$ cat config.mk
export PLATFORM = sky130hd
export DESIGN_NAME = ps2_keyboard_decoder
export DESIGN_NICKNAME = d
export VERILOG_FILES = /design/src/rtl/ps2_pkg.sv /design/src/rtl/scancode_to_hack.sv /design/src/rtl/ps2_keyboard_decoder.sv
export SDC_FILE = /design/constraint.sdc
export NUM_CORES = 1
export LEC_CHECK = 0
export CAP_MARGIN = 20
export CORE_MARGIN = 2
export CORE_UTILIZATION = 60
export DETAILED_ROUTE_END_ITERATION = 7
export MAX_ROUTING_LAYER = met4
export PLACE_DENSITY = 0.94
export SLEW_MARGIN = 5
export SYNTH_ARGS = -nofsm -noshare
export SYNTH_HDL_FRONTEND = slang
export SYNTH_SLANG_ARGS = --single-unit
$ cat constraint.sdc
create_clock -name clk -period 4.42 [get_ports clk]
set_input_delay 0.884 -clock clk [delete_from_list [all_inputs] [get_ports clk]]
set_output_delay 0.884 -clock clk [all_outputs]
set_load 0.02 [all_outputs]
$ cat src/rtl/ps2_pkg.sv
// Shared constants, state encoding and held-key payload for the PS/2 Set 2 keyboard decoder.
package ps2_pkg;

  localparam int unsigned SCAN_W = 8;
  localparam int unsigned KEY_W  = 16;

  localparam logic [SCAN_W-1:0] SC_E0     = 8'hE0;
  localparam logic [SCAN_W-1:0] SC_F0     = 8'hF0;
  localparam logic [SCAN_W-1:0] SC_E1     = 8'hE1;
  localparam logic [SCAN_W-1:0] SC_LSHIFT = 8'h12;
  localparam logic [SCAN_W-1:0] SC_RSHIFT = 8'h59;

  localparam logic [7:0] HK_ENTER = 8'd128;
  localparam logic [7:0] HK_BKSP  = 8'd129;
  localparam logic [7:0] HK_LEFT  = 8'd130;
  localparam logic [7:0] HK_UP    = 8'd131;
  localparam logic [7:0] HK_RIGHT = 8'd132;
  localparam logic [7:0] HK_DOWN  = 8'd133;
  localparam logic [7:0] HK_HOME  = 8'd134;
  localparam logic [7:0] HK_END   = 8'd135;
  localparam logic [7:0] HK_PGUP  = 8'd136;
  localparam logic [7:0] HK_PGDN  = 8'd137;
  localparam logic [7:0] HK_INS   = 8'd138;
  localparam logic [7:0] HK_DEL   = 8'd139;
  localparam logic [7:0] HK_ESC   = 8'd140;
  localparam logic [7:0] HK_F1    = 8'd141;

  typedef enum logic [2:0] {
    ST_IDLE,
    ST_EXT,
    ST_BRK,
    ST_EXT_BRK,
    ST_SKIP
  } state_t;

  typedef struct packed {
    logic              ext;
    logic [SCAN_W-1:0] scan;
  } held_t;

  // Same code for shifted and unshifted (non-printable keys).
  function automatic logic [15:0] both(input logic [7:0] c);
    return {c, c};
  endfunction

endpackage

$ cat src/rtl/scancode_to_hack.sv
// Combinational Set 2 scan code to Hack key code table; valid=0 for unmapped keys.
module scancode_to_hack
  import ps2_pkg::*;
(
  input  logic              ext,
  input  logic [SCAN_W-1:0] scan,
  input  logic              shift,
  output logic [KEY_W-1:0]  code,
  output logic              valid
);

  logic [7:0] w_lo;
  logic [7:0] w_hi;

  // {w_lo, w_hi} = {unshifted, shifted} code; zero means unmapped.
  always_comb begin
    w_lo = '0;
    w_hi = '0;
    if (ext) begin
      case (scan)
        8'h6B:   {w_lo, w_hi} = both(HK_LEFT);
        8'h75:   {w_lo, w_hi} = both(HK_UP);
        8'h74:   {w_lo, w_hi} = both(HK_RIGHT);
        8'h72:   {w_lo, w_hi} = both(HK_DOWN);
        8'h6C:   {w_lo, w_hi} = both(HK_HOME);
        8'h69:   {w_lo, w_hi} = both(HK_END);
        8'h7D:   {w_lo, w_hi} = both(HK_PGUP);
        8'h7A:   {w_lo, w_hi} = both(HK_PGDN);
        8'h70:   {w_lo, w_hi} = both(HK_INS);
        8'h71:   {w_lo, w_hi} = both(HK_DEL);
        8'h5A:   {w_lo, w_hi} = both(HK_ENTER);
        default: {w_lo, w_hi} = 16'h0000;
      endcase
    end else begin
      case (scan)
        8'h1C: {w_lo, w_hi} = 16'h6141;  8'h32: {w_lo, w_hi} = 16'h6242;
        8'h21: {w_lo, w_hi} = 16'h6343;  8'h23: {w_lo, w_hi} = 16'h6444;
        8'h24: {w_lo, w_hi} = 16'h6545;  8'h2B: {w_lo, w_hi} = 16'h6646;
        8'h34: {w_lo, w_hi} = 16'h6747;  8'h33: {w_lo, w_hi} = 16'h6848;
        8'h43: {w_lo, w_hi} = 16'h6949;  8'h3B: {w_lo, w_hi} = 16'h6A4A;
        8'h42: {w_lo, w_hi} = 16'h6B4B;  8'h4B: {w_lo, w_hi} = 16'h6C4C;
        8'h3A: {w_lo, w_hi} = 16'h6D4D;  8'h31: {w_lo, w_hi} = 16'h6E4E;
        8'h44: {w_lo, w_hi} = 16'h6F4F;  8'h4D: {w_lo, w_hi} = 16'h7050;
        8'h15: {w_lo, w_hi} = 16'h7151;  8'h2D: {w_lo, w_hi} = 16'h7252;
        8'h1B: {w_lo, w_hi} = 16'h7353;  8'h2C: {w_lo, w_hi} = 16'h7454;
        8'h3C: {w_lo, w_hi} = 16'h7555;  8'h2A: {w_lo, w_hi} = 16'h7656;
        8'h1D: {w_lo, w_hi} = 16'h7757;  8'h22: {w_lo, w_hi} = 16'h7858;
        8'h35: {w_lo, w_hi} = 16'h7959;  8'h1A: {w_lo, w_hi} = 16'h7A5A;
        8'h16: {w_lo, w_hi} = 16'h3121;  8'h1E: {w_lo, w_hi} = 16'h3240;
        8'h26: {w_lo, w_hi} = 16'h3323;  8'h25: {w_lo, w_hi} = 16'h3424;
        8'h2E: {w_lo, w_hi} = 16'h3525;  8'h36: {w_lo, w_hi} = 16'h365E;
        8'h3D: {w_lo, w_hi} = 16'h3726;  8'h3E: {w_lo, w_hi} = 16'h382A;
        8'h46: {w_lo, w_hi} = 16'h3928;  8'h45: {w_lo, w_hi} = 16'h3029;
        8'h0E: {w_lo, w_hi} = 16'h607E;  8'h4E: {w_lo, w_hi} = 16'h2D5F;
        8'h55: {w_lo, w_hi} = 16'h3D2B;  8'h54: {w_lo, w_hi} = 16'h5B7B;
        8'h5B: {w_lo, w_hi} = 16'h5D7D;  8'h5D: {w_lo, w_hi} = 16'h5C7C;
        8'h4C: {w_lo, w_hi} = 16'h3B3A;  8'h52: {w_lo, w_hi} = 16'h2722;
        8'h41: {w_lo, w_hi} = 16'h2C3C;  8'h49: {w_lo, w_hi} = 16'h2E3E;
        8'h4A: {w_lo, w_hi} = 16'h2F3F;  8'h29: {w_lo, w_hi} = 16'h2020;
        8'h5A: {w_lo, w_hi} = both(HK_ENTER);
        8'h66: {w_lo, w_hi} = both(HK_BKSP);
        8'h76: {w_lo, w_hi} = both(HK_ESC);
        8'h05: {w_lo, w_hi} = both(HK_F1);
        8'h06: {w_lo, w_hi} = both(HK_F1 + 8'd1);
        8'h04: {w_lo, w_hi} = both(HK_F1 + 8'd2);
        8'h0C: {w_lo, w_hi} = both(HK_F1 + 8'd3);
        8'h03: {w_lo, w_hi} = both(HK_F1 + 8'd4);
        8'h0B: {w_lo, w_hi} = both(HK_F1 + 8'd5);
        8'h83: {w_lo, w_hi} = both(HK_F1 + 8'd6);
        8'h0A: {w_lo, w_hi} = both(HK_F1 + 8'd7);
        8'h01: {w_lo, w_hi} = both(HK_F1 + 8'd8);
        8'h09: {w_lo, w_hi} = both(HK_F1 + 8'd9);
        8'h78: {w_lo, w_hi} = both(HK_F1 + 8'd10);
        8'h07: {w_lo, w_hi} = both(HK_F1 + 8'd11);
        default: {w_lo, w_hi} = 16'h0000;
      endcase
    end
  end

  assign code  = KEY_W'(shift ? w_hi : w_lo);
  assign valid = (w_lo != 8'h00);

endmodule

$ cat src/rtl/ps2_keyboard_decoder.sv
// PS/2 Set 2 byte stream to Hack KBD register: tracks E0/F0/E1 prefixes, shift keys and the held key.
module ps2_keyboard_decoder
  import ps2_pkg::*;
#(
  parameter int unsigned PAUSE_SKIP = 7
) (
  input  logic              clk,
  input  logic              reset,
  input  logic [SCAN_W-1:0] in_data,
  input  logic              in_ready,
  output logic [KEY_W-1:0]  keycode,
  output logic              key_event,
  output logic              shift
);

  localparam int unsigned SKIP_W = (PAUSE_SKIP > 1) ? $clog2(PAUSE_SKIP + 1) : 1;

  state_t             r_state;
  state_t             w_state_nxt;
  logic               r_ready_q;
  logic [SKIP_W-1:0]  r_skip_cnt;
  logic [SKIP_W-1:0]  w_skip_nxt;
  held_t              r_held;
  held_t              w_held_nxt;
  logic               r_lshift;
  logic               r_rshift;
  logic               w_lshift_nxt;
  logic               w_rshift_nxt;
  logic [KEY_W-1:0]   w_keycode_nxt;
  logic               w_event_nxt;
  logic               w_stb;
  logic               w_ext;
  logic               w_make;
  logic               w_break;
  logic [KEY_W-1:0]   w_map_code;
  logic               w_map_valid;

  // A ready level already high at reset release is not treated as a new byte.
  assign w_stb = in_ready & ~r_ready_q;
  assign w_ext = (r_state == ST_EXT) || (r_state == ST_EXT_BRK);

  scancode_to_hack u_map (
    .ext   (w_ext),
    .scan  (in_data),
    .shift (shift),
    .code  (w_map_code),
    .valid (w_map_valid)
  );

  always_ff @(posedge clk) begin
    if (reset) r_state <= ST_IDLE;
    else       r_state <= w_state_nxt;
  end

  always_comb begin
    w_state_nxt = r_state;
    w_skip_nxt  = r_skip_cnt;
    w_make      = 1'b0;
    w_break     = 1'b0;
    if (w_stb) begin
      case (r_state)
        ST_IDLE: begin
          if (in_data == SC_E0)      w_state_nxt = ST_EXT;
          else if (in_data == SC_F0) w_state_nxt = ST_BRK;
          else if (in_data == SC_E1) begin
            w_state_nxt = ST_SKIP;
            w_skip_nxt  = SKIP_W'(PAUSE_SKIP);
          end else                   w_make = 1'b1;
        end
        ST_EXT: begin
          if (in_data == SC_F0) w_state_nxt = ST_EXT_BRK;
          else begin
            w_make      = 1'b1;
            w_state_nxt = ST_IDLE;
          end
        end
        ST_BRK, ST_EXT_BRK: begin
          w_break     = 1'b1;
          w_state_nxt = ST_IDLE;
        end
        ST_SKIP: begin
          w_skip_nxt = r_skip_cnt - SKIP_W'(1);
          if (r_skip_cnt <= SKIP_W'(1)) w_state_nxt = ST_IDLE;
        end
        default: w_state_nxt = ST_IDLE;
      endcase
    end
  end

  // Shift keys only move the modifier bits; the held key alone owns keycode.
  always_comb begin
    w_keycode_nxt = keycode;
    w_event_nxt   = 1'b0;
    w_held_nxt    = r_held;
    w_lshift_nxt  = r_lshift;
    w_rshift_nxt  = r_rshift;
    if (w_make || w_break) begin
      if (!w_ext && in_data == SC_LSHIFT)      w_lshift_nxt = w_make;
      else if (!w_ext && in_data == SC_RSHIFT) w_rshift_nxt = w_make;
      else if (w_make) begin
        if (w_map_valid) begin
          w_keycode_nxt = w_map_code;
          w_held_nxt    = held_t'{ext: w_ext, scan: in_data};
          w_event_nxt   = 1'b1;
        end
      end else if (r_held == held_t'{ext: w_ext, scan: in_data}) begin
        w_keycode_nxt = '0;
        w_held_nxt    = '0;
      end
    end
  end

  always_ff @(posedge clk) begin
    if (reset) begin
      r_ready_q  <= 1'b1;
      r_skip_cnt <= '0;
      r_held     <= '0;
      r_lshift   <= 1'b0;
      r_rshift   <= 1'b0;
      keycode    <= '0;
      key_event  <= 1'b0;
      shift      <= 1'b0;
    end else begin
      r_ready_q  <= in_ready;
      r_skip_cnt <= w_skip_nxt;
      r_held     <= w_held_nxt;
      r_lshift   <= w_lshift_nxt;
      r_rshift   <= w_rshift_nxt;
      keycode    <= w_keycode_nxt;
      key_event  <= w_event_nxt;
      shift      <= w_lshift_nxt | w_rshift_nxt;
    end
  end

endmodule

# Word-level counts from Yosys, hierarchy flattened
# Memories as Yosys holds them, arrays and structs flattened.
# Cells that the tools add are included.
# op_classes
n_addsub,1
eq_ne,27
n_reduce_logical,14
n_bitwise,7
order_cmp,1
mux,34
# op_table
cell,n
$eq 8x7->1 const B,12
$pmux 8 s11,1
$mux 16,3
$mux 9,3
$eq 8x8->1 const B,3
$mux 8,3
$mux 3,7
$mux 1,13
$reduce_and 5->1,2
$eq 9x9->1,1
$pmux 3 s3,1
$eq 8x5->1 const B,1
$ne 2x2->1 const B,4
$reduce_bool 8->1,1
$eq 3x2->1 const B,2
$pmux 3 s2,1
$not 1->1,5
$reduce_or 5->1,1
$ne 4x4->1 const B,1
$reduce_bool 2->1,2
$eq 3x1->1 const B,1
$eq 3x3->1 const B,1
$le 3x1->1 const B,1
$logic_not 3->1,1
other kinds (11),13
# totals
regBits,36
wordCells,95
input_bits,11
mem_bits_ro,4096
n_memories,1
# memory_table
memory,depth,word_bits,rd,rd_clocked_by_memory_dff,wr,line,source
(no name shown),256,16,1,0,0,scancode_to_hack.sv:35,case (scan)

# Logic depth before layout (Yosys ltp)
# depth
word_depth,10
mapped_depth,14
ltp_nobuf,10

# Cells and area by module
# A second synthesis with hierarchy kept.
# hier_totals
hier_cells,618
hier_area_um2,4526.8
# by_module_without_submodules
mod,instances,area_per_inst_um2,cells_each
ps2_keyboard_decoder,1,2268.4,260
scancode_to_hack,1,2258.4,358

# Least setup slack after synthesis
# OpenSTA, ideal clock, no wires.
# synth_path
path_kind,input -> register
startpoint,in in_data[1]
endpoint,reg keycode[4]
arrival_ns,3.394
slack_ns,0.902
cell_stages,11
n_path_buf,2
cell_sequence,clkbuf_1 > inv_1 > ha_1 > clkbuf_1 > mux2i_1 > mux4_2 > a32oi_1 > a41oi_2 > o2111ai_2 > o21ai_4 > mux2_1
# synth_between
elab_chain_cells,8
# synth_lines
item,line,source
"start, declared",ps2_keyboard_decoder.sv:9,"input logic [SCAN_W-1:0] in_data,"
branches (longest 8 deep; another with $mem_v2 256x16),--,
"end signal, assigned",ps2_keyboard_decoder.sv:129,keycode <= w_keycode_nxt;
"end, declared",ps2_keyboard_decoder.sv:11,"output logic [KEY_W-1:0] keycode,"
# Parallel ways; which one is timed is not known. The select of a mux whose other input is x is not followed.
# A chain may end at the register's enable or synchronous reset.

# Worst setup path after layout
# layout_path
startpoint,in in_data[0]
endpoint,reg keycode[7]
# Same word-level chain as after synthesis.

==> reports/results.ini <==
[worst_setup_path]
crit_path_end_kind = register
worst_r2r_path_depth = 9
reg2reg_slack_ns = 1.56
required_ns = 4.62
path_max_fanout = 13
cp-start-kind = input port
critical_path_class = in2reg
crit_arrival_ns = 4.12

[global_routing]
grt_overflow_total = 0
grt_pass1_vias = 3882
grt_pass1_wl_um = 20600
gr-usage-all-layers = 0.418
grt_antenna_before_repair = 0
grt_start_max_net_pins = 39

[placed_design]
io_buffer_count = 20
dpl_cell_area_sq_mm = 0.00383
dp_hpwl_um = 9670
place_congestion = 1.17
place_inst = 587

[timing]
min_period_ns = 3.91
hold_viol_final = 0
drv_slew = 0
relSlewSlack = 0.529
fmaxAchievable_ghz = 0.255
setup-tns-final_ns = 0
finalSetupViolCount = 0
grt_setup_unrepaired = no
worst_slew_pin_slew_ns = 0.704
skew_ns = 0.00374
finalCritPeriodShare = 0.886

[synth]
ys_ff_latch = 28
ys_seq_area_frac = 0.158
postSynthCellCount = 509
yosysWarnings = 0
synth_async_sr_flop_share = 0
netlist_area_sq_mm = 0.00355
synth_enable_flop_cells = 0
syn_avg_cell_area_sq_um = 6.97
ys_types = 73
synthFlopType = dfxtp_1

[pwr]
powerDensity_mw_per_mm2 = 180
vdd_drop_max_mv = 0.200
power.total_uw = 699
p_leak_nw = 1.45

[cts]
h-tree-depth = 1
cts_setup_buffers = 0
clk_pin_slew_worst_paths_ns = 0.09
cts_tree = done
cts_root_buf = clkbuf_8
cts_hold_buf = 0
clock_latency_ns = 0.28
cts.sinks = 28
numCtsBuffers = 3
cts_buffer_depth = 2
cts_resized = 0

[route]
ant_nets = 0
drtIter0Drc = 555
drt_wl_total_um = 13300
drcViolationCount = 0
vias_per_cell = 7.32
wl_per_cell_um = 22.4
vias = 4326
firstDrtPassIters = 7

[finish]
diodes = 0
fillerInstances = 490
final_cells = 591
most-common-layout-cells = nand2_1, o21ai_0, nor2_1
area_growth_pct = 9.38
post-route-cell-area_sq_mm = 0.00388
layout_commonest_cell = nand2_1
drive_gt1_frac = 0.110
fin_nets = 537

[min_path]
worstHoldPathCells = 2
hp-class = reg2reg

[status]
status = finished, final reports clean

[die]
fp.coreArea_sq_mm = 0.00582
die-width_um = 80.9
initial_core_util = 0.610
num_rows = 28
die_area_sq_mm = 0.00654
fp.dieH_um = 80.9
ioPinCount = 29

[run]
max-cap-violations = 0

-- report_power, final --
group          internal (mW)  switching [mW]
Clock                 0.0798          0.0789
Combinational         0.0988           0.187
Sequential             0.254        0.000755
-- cell type report --
cell class,instances,area (sq um),share of cell area
Clock buffer,4,55.1,0.0142
Inverter,14,52.6,0.0135
Multi-Input combinational cell,419,2680,0.691
Sequential cell,28,561,0.144
Tap cell,75,93.8,0.0242
Timing Repair Buffer,51,435,0.112
-- per-stage QoR --
stage | setup WS, ns | hold WS, ns | utilization
after detailed placement | 0.341 | 0.456 | 0.658
after global placement | 0.354 | 0.444 | 0.658
after global routing | 0.271 | 0.481 | 0.667
after CTS | 0.600 | 0.469 | 0.667
after floorplan | 0.902 | 0.450 | -
final | 0.506 | 0.465 | 0.667
-- worst max-delay path, stage by stage --
cell	delay, ns
clkdlybuf4s50_1	0.47
inv_1	0.11
ha_1	0.42
mux2i_1	0.52
a211oi_1	0.20
a31oi_1	0.21
o221ai_2	0.16
a41oi_2	0.20
o2111ai_2	0.20
o21ai_4	0.26
buf_4	0.25
mux2i_1	0.22
-- logic make-up (layout without fill, tap and decap cells) --
family,after synthesis,in the layout,share of synthesized area
DFF,28,28,0.158
AOI/OAI and AO/OA,166,166,0.326
other,1,8,0.00106
muxes,27,27,0.0807
xor gates and xnor gates,9,9,0.0222
and+or+nand+nor,200,200,0.287
adders and majority gates,9,9,0.0317
buffers and inverters,69,69,0.0931
-- sequential cells by signal, indices dropped and copies added, names as in the netlist --
signal      cells
shift           1
r_lshift        1
r_rshift        1
keycode         8
key_event       1
r_held          9
r_skip_cnt      3
r_ready_q       1
r_state         3
-- path summary, 6_finish.rpt --
check,start,endpoint
hold / removal,keycode[5],keycode[5]
setup reg to reg,r_state[2],keycode[7]
hold reg to reg,keycode[5],keycode[5]
setup / recovery,in_data[0],keycode[7]
-- metal layers --
layer	vias to the layer above	part of all wire	track usage
met5	-	0	-
met4	0	0.077	0.281
met3	112	0.12	0.0644
met2	376	0.43	0.626
met1	1958	0.38	0.516
li1	1880	-	-
-- cell usage after synthesis (3+ instances only) --
cell / number / area (sq um)
a21oi_1: 26 / 130
nand3b_1: 3 / 22.5
or4_1: 4 / 30.0
nor2b_1: 17 / 106
clkbuf_1: 23 / 86.3
o221a_2: 3 / 33.8
o21ai_1: 3 / 15.0
o21a_1: 3 / 22.5
inv_1: 11 / 41.3
a32oi_1: 3 / 26.3
and2_1: 5 / 31.3
ha_1: 9 / 113
o211ai_1: 10 / 75.1
o31ai_1: 3 / 22.5
o22ai_1: 4 / 25.0
nand4_1: 7 / 43.8
dfxtp_1: 28 / 561
o2111ai_1: 4 / 35.0
nor3b_1: 3 / 22.5
a31oi_1: 13 / 81.3
buf_1: 5 / 18.8
buf_2: 14 / 70.1
a221oi_1: 4 / 35.0
a211oi_1: 13 / 97.6
o21bai_1: 4 / 30.0
or2_2: 5 / 31.3
o221ai_1: 4 / 35.0
nand2b_1: 17 / 106
nor3_1: 19 / 95.1
a311oi_1: 4 / 35.0
nand2_1: 54 / 203
xnor2_1: 8 / 70.1
nor2_1: 32 / 120
nand3_1: 22 / 110
a21o_1: 4 / 30.0
o21ai_0: 40 / 200
buf_4: 10 / 75.1
mux2i_1: 23 / 230
Note: power is estimated with default switching activity, not from simulation.
